==> config.mk <==
export PLATFORM = sky130hd
export DESIGN_NAME = b200_reset_sequencer
export DESIGN_NICKNAME = d
export VERILOG_FILES = /design/src/rtl/b200_reset_sequencer.sv
export SDC_FILE = /design/constraint.sdc
export NUM_CORES = 1
export LEC_CHECK = 0
export CELL_PAD_IN_SITES_DETAIL_PLACEMENT = 1
export CELL_PAD_IN_SITES_GLOBAL_PLACEMENT = 1
export CORE_ASPECT_RATIO = 1.2
export CORE_MARGIN = 3
export CORE_UTILIZATION = 40
export CTS_BUF_LIST = sky130_fd_sc_hd__clkbuf_2 sky130_fd_sc_hd__clkbuf_4 sky130_fd_sc_hd__clkbuf_8
export DETAILED_ROUTE_END_ITERATION = 6
export PLACE_DENSITY_LB_ADDON = 0.1
export SLEW_MARGIN = 20
export SYNTH_ARGS = -nofsm -noshare
export SYNTH_HDL_FRONTEND = slang
export SYNTH_SLANG_ARGS = --single-unit
==> constraint.sdc <==
create_clock -name bus_clk -period 2.24 [get_ports bus_clk]
set_clock_uncertainty 0.05 [all_clocks]
set_input_delay 0.56 -clock bus_clk [delete_from_list [all_inputs] [get_ports bus_clk]]
set_output_delay 0.56 -clock bus_clk [all_outputs]
set_load 0.05 [all_outputs]
==> src/rtl/b200_reset_sequencer.sv <==
// b200 clock-ready and reset sequencer: lock monitoring, hold-off,
// staged reset release, glitch-filtered relock and lock-loss telemetry.
module b200_reset_sequencer #(
    parameter int NUM_LOCKS      = 2,
    parameter int NUM_RESETS     = 3,
    parameter int HOLDOFF_CYCLES = 65536,
    parameter int STAGE_DELAY    = 16,
    parameter int GLITCH_CYCLES  = 4
) (
    input  logic                  bus_clk,
    input  logic                  reset_global,
    input  logic [NUM_LOCKS-1:0]  lock_in,
    input  logic [NUM_LOCKS-1:0]  lock_mask,
    input  logic                  force_reset,
    input  logic                  clear_sticky,
    output logic [NUM_RESETS-1:0] rst_out,
    output logic                  clocks_ready,
    output logic [1:0]            state,
    output logic [7:0]            lock_loss_cnt,
    output logic [NUM_LOCKS-1:0]  lock_sticky
);

    localparam int HW = (HOLDOFF_CYCLES > 1) ? $clog2(HOLDOFF_CYCLES) : 1;
    localparam int SW = (STAGE_DELAY > 1) ? $clog2(STAGE_DELAY) : 1;
    localparam int GW = (GLITCH_CYCLES > 1) ? $clog2(GLITCH_CYCLES) : 1;
    localparam int IW = $clog2(NUM_RESETS + 1);

    localparam logic [HW-1:0] HOLD_LAST  = HW'(HOLDOFF_CYCLES - 1);
    localparam logic [SW-1:0] STAGE_LAST = SW'(STAGE_DELAY - 1);
    localparam logic [GW-1:0] GLITCH_LAST = GW'(GLITCH_CYCLES - 1);
    localparam logic [IW-1:0] IDX_LAST   = IW'(NUM_RESETS);

    typedef enum logic [1:0] {
        WAIT_LOCK = 2'd0,
        HOLDOFF   = 2'd1,
        RELEASE   = 2'd2,
        READY     = 2'd3
    } state_t;

    state_t state_q, state_d;

    logic [NUM_LOCKS-1:0]  sync1_q, lock_sync;
    logic [HW-1:0]         hold_q, hold_d;
    logic [SW-1:0]         stage_q, stage_d;
    logic [IW-1:0]         idx_q, idx_d;
    logic [GW-1:0]         filt_q, filt_d;
    logic [NUM_RESETS-1:0] rst_q, rst_d;
    logic                  ready_q, ready_d;
    logic [7:0]            loss_q, loss_d;
    logic [NUM_LOCKS-1:0]  sticky_q, sticky_d, sticky_set;
    logic                  all_locked, active, lost, abort;

    // lock_in is asynchronous; only lock_sync is used downstream
    always_ff @(posedge bus_clk or posedge reset_global) begin
        if (reset_global) begin
            sync1_q   <= '0;
            lock_sync <= '0;
        end else begin
            sync1_q   <= lock_in;
            lock_sync <= sync1_q;
        end
    end

    assign all_locked = &(lock_sync | lock_mask);
    assign active     = (state_q == RELEASE) || (state_q == READY);
    assign lost       = active && !all_locked && (filt_q == GLITCH_LAST);
    assign abort      = (state_q != WAIT_LOCK) && (state_d == WAIT_LOCK);

    always_ff @(posedge bus_clk or posedge reset_global) begin
        if (reset_global) begin
            state_q  <= WAIT_LOCK;
            hold_q   <= '0;
            stage_q  <= '0;
            idx_q    <= '0;
            filt_q   <= '0;
            rst_q    <= '1;
            ready_q  <= 1'b0;
            loss_q   <= '0;
            sticky_q <= '0;
        end else begin
            state_q  <= state_d;
            hold_q   <= hold_d;
            stage_q  <= stage_d;
            idx_q    <= idx_d;
            filt_q   <= filt_d;
            rst_q    <= rst_d;
            ready_q  <= ready_d;
            loss_q   <= loss_d;
            sticky_q <= sticky_d;
        end
    end

    always_comb begin
        state_d = state_q;
        case (state_q)
            WAIT_LOCK: begin
                if (all_locked) state_d = HOLDOFF;
            end
            HOLDOFF: begin
                if (!all_locked || force_reset) state_d = WAIT_LOCK;
                else if (hold_q == HOLD_LAST) state_d = RELEASE;
            end
            RELEASE: begin
                if (lost || force_reset) state_d = WAIT_LOCK;
                else if (stage_q == STAGE_LAST && idx_q == IDX_LAST)
                    state_d = READY;
            end
            READY: begin
                if (lost || force_reset) state_d = WAIT_LOCK;
            end
            default: state_d = WAIT_LOCK;
        endcase
    end

    always_comb begin
        hold_d  = hold_q;
        stage_d = stage_q;
        idx_d   = idx_q;
        rst_d   = rst_q;
        ready_d = ready_q;
        filt_d  = '0;
        if (active && !all_locked && !abort) filt_d = filt_q + 1'b1;
        if (abort || state_q == WAIT_LOCK) begin
            hold_d  = '0;
            stage_d = '0;
            idx_d   = '0;
            rst_d   = '1;
            ready_d = 1'b0;
        end else if (state_q == HOLDOFF) begin
            if (state_d == RELEASE) begin
                hold_d   = '0;
                stage_d  = '0;
                idx_d    = IW'(1);
                rst_d[0] = 1'b0;
            end else begin
                hold_d = hold_q + 1'b1;
            end
        end else if (state_q == RELEASE) begin
            if (stage_q == STAGE_LAST) begin
                stage_d = '0;
                if (idx_q == IDX_LAST) begin
                    ready_d = 1'b1;
                end else begin
                    idx_d = idx_q + 1'b1;
                    for (int k = 0; k < NUM_RESETS; k++)
                        if (IW'(k) == idx_q) rst_d[k] = 1'b0;
                end
            end else begin
                stage_d = stage_q + 1'b1;
            end
        end
    end

    // a new low sample outranks a simultaneous clear
    always_comb begin
        sticky_set = ~lock_sync & ~lock_mask & {NUM_LOCKS{active}};
        sticky_d   = clear_sticky ? sticky_set : (sticky_q | sticky_set);
        loss_d     = loss_q;
        if (lost && loss_q != 8'hFF) loss_d = loss_q + 8'd1;
    end

    assign rst_out       = rst_q;
    assign clocks_ready  = ready_q;
    assign state         = state_q;
    assign lock_loss_cnt = loss_q;
    assign lock_sticky   = sticky_q;

endmodule

==> impl_metrics.py <==
metrics = {
    "synth": {
        "ys_ff_latch": 44,
        "synth_cell_types": 52,
        "postSynthAreaPerCell_um2": 10.3,
        "syn_inst": 226,
        "synthesis.area_um2": 2320,
        "async_reset_ff_share_pct": 100,
        "synth_edf_count": 0,
        "syn-num-nets": 242,
        "synthFlopType": "dfrtp_1",
        "ys_seq_area_share_pct": 47.6,
        "ys_warn_count": 0,
    },
    "sta": {
        "tightest_slew_ns": 0.505,
        "min_period_ns": 2.16,
        "post-route-period-util_pct": 96.4,
        "drv_slew": 0,
        "rsz0062_at_grt": "no",
        "relSlewSlack_pct": 65.4,
        "worst_slack_ns": 0.0817,
        "setup_viol": 0,
        "max_freq_mhz": 463,
        "hold_viol_final": 0,
    },
    "grt": {
        "grt_usage_pct": 19.3,
        "antenna_found_initial": 0,
        "grt_pass1_vias": 2058,
        "grt_max_degree": 31,
        "grt_overflow_total": 0,
        "grt_pass1_wl_mm": 10.0,
    },
    "clock_tree": {
        "postCtsSetupBuffers": 0,
        "ctsResizeCount": 0,
        "cts_made_buffers": 5,
        "holdBufCountCts": 0,
        "cts_sinks": 44,
        "clk_pin_slew_ns": 0.08,
        "htreeDepth": 2,
        "cts.path.max_buffers": 2,
        "clk_latency_ns": 0.30,
        "cts_tree": "built",
        "root_buffer": "clkbuf_8",
    },
    "setup_path": {
        "slowest_delay_ns": 0.83,
        "cp_top_family": "buffers and inverters",
        "cp_data_required_time_ns": 1.63,
        "cp-start-kind": "register",
        "reg2reg_slack_ns": 0.27,
        "setup.worst_path.end_class": "primary output",
        "worstPathArrival_ns": 1.55,
        "cp_slowest_cell": "clkdlybuf4s50_1",
        "critPathKind": "reg -> out",
        "cp.buffers_inverters": 1,
        "cp_max_fo": 4,
        "worstPathCellList": "clkdlybuf4s50_1",
    },
    "placement": {
        "hpwl_mm": 4.32,
        "globalplace.congestion": 0.798,
        "place_inst": 326,
        "port_buffers": 23,
        "dpl_cell_area_um2": 2760,
        "pre_cts_slack_ns": -0.0855,
    },
    "cells_and_area": {
        "diodes": 0,
        "drive_above_1_share_pct": 17.3,
        "multiInputGateArea_um2": 1130,
        "seq_area_um2": 1100,
        "final_common_cell": "dfrtp_1",
        "fin_cells": 334,
        "postLayoutCellArea_um2": 2850,
        "post-route-util_pct": 52.4,
        "nets": 287,
        "num-fill-cells": 613,
        "final_cell_mix": "41 x dfrtp_1, 27 x buf_4, 18 x nand2_1, 18 x clkdlybuf4s50_1, 12 x o21ai_0",
        "syn_to_final_growth_pct": 22.9,
    },
    "floorplan": {
        "start_util_pct": 42.6,
        "fp.dieArea_um2": 6750,
        "dieHeight_um": 89.4,
        "coreArea_um2": 5440,
        "io_pins": 24,
        "rows": 29,
        "die_w_um": 75.5,
    },
    "power_and_ir_drop": {
        "power.leakage_nw": 1.30,
        "peakVddDrop_v": 0.000298,
        "powerDensity_nw_per_um2": 525,
    },
    "drt": {
        "wl_mm": 5.62,
        "avgRoutedWirePerCell_um": 16.8,
        "drtIter0Drc": 58,
        "antenna_left": 0,
        "viasPerCell": 5.86,
        "dr.pass1.iters": 4,
        "post-route-drc-count": 0,
        "num_vias": 1956,
    },
    "job": {
        "max_cap_violations": 0,
    },
    "hold_path": {
        "hp-class": "reg -> reg",
    },
    "outcome": {
        "status": "finished, final reports clean",
    },
}
## worst paths after layout
path	start	end	depth (start not counted)
setup reg to reg	hold_q[0]	idx_q[1]	6
hold reg to reg	sync1_q[0]	lock_sync[0]	0
min in group asynchronous	reset_global	lock_loss_cnt[0]	2
setup / recovery	lock_loss_cnt[0]	lock_loss_cnt[0]	1
hold / removal	sync1_q[0]	lock_sync[0]	0
max in group asynchronous	reset_global	lock_sticky[1]	3
## cells by family (layout without fill, tap and decap cells)
group           count (synthesis)  after routing  synth area share (%)
xor+xnor                        9              9                  3.40
flops                          44             44                  47.6
simple gates                   80             80                  19.8
compound gates                 64             64                  20.4
buf+inv                        19             65                  3.56
mux                             2              2                 0.917
fa+ha+maj                       8              8                  4.32
## flip-flops by register name (all words and copies together) (netlist names)
| register | count |
|---|---|
| lock_loss_cnt | 8 |
| lock_sticky | 2 |
| clocks_ready | 1 |
| state | 2 |
| rst_out | 3 |
| sync1_q | 2 |
| idx_q | 2 |
| filt_q | 2 |
| lock_sync | 2 |
| stage_q | 4 |
| hold_q | 16 |
## power breakdown
part	switching, mW	internal [mW]	leakage, nW
clock network	0.276	0.246	0.0510
registers	0.0174	0.806	0.587
logic	0.0842	0.0673	0.664
## stage by stage
| step | power (mW) | setup TNS (ns) | hold slack, ns |
|---|---|---|---|
| after floorplan | 0.918 | 0 | 0.281 |
| after global placement | 0.991 | -0.319 | 0.282 |
| after detailed placement | 0.993 | -0.655 | 0.286 |
| after CTS | 1.52 | 0 | 0.305 |
| after global routing | 1.58 | 0 | 0.316 |
| final | 1.50 | 0 | 0.300 |
## area by class of cell
| class | instances | area share [%] |
|---|---|---|
| Clock buffer | 6 | 2.90 |
| Clock inverter | 2 | 0.351 |
| Inverter | 11 | 1.45 |
| Multi-Input combinational cell | 163 | 39.7 |
| Sequential cell | 44 | 38.7 |
| Tap cell | 62 | 2.72 |
| Timing Repair Buffer | 46 | 14.1 |
## synth_stat cells, drive strengths merged (3+ instances only)
cell | count | area (um^2)
dfrtp | 41 | 1030
nand2 | 18 | 67.6
o21ai | 12 | 60.1
inv | 11 | 41.3
nand3 | 11 | 60.1
a22o | 9 | 78.8
nor2 | 9 | 33.8
ha | 8 | 100
nand4 | 8 | 56.3
xor2 | 8 | 70.1
nor3 | 6 | 30.0
o22ai | 6 | 43.8
a21oi | 5 | 25.0
and3 | 5 | 31.3
and4 | 5 | 43.8
nor4 | 5 | 46.3
buf | 4 | 26.3
clkbuf | 4 | 15.0
a2111oi | 3 | 26.3
dfstp | 3 | 78.8
nor2b | 3 | 18.8
o211ai | 3 | 22.5
o21a | 3 | 22.5
o22a | 3 | 26.3
or4 | 3 | 22.5
## routing by layer
metal  vias to the layer above  track usage [%]  share of wire (%)
met5                         -                0                  0
met4                         0             4.93                1.1
met3                         6             3.71                2.1
met2                        22             33.5                 51
met1                       977             24.4                 45
li1                        951                -                  -
(Power assumes the default switching activity.)
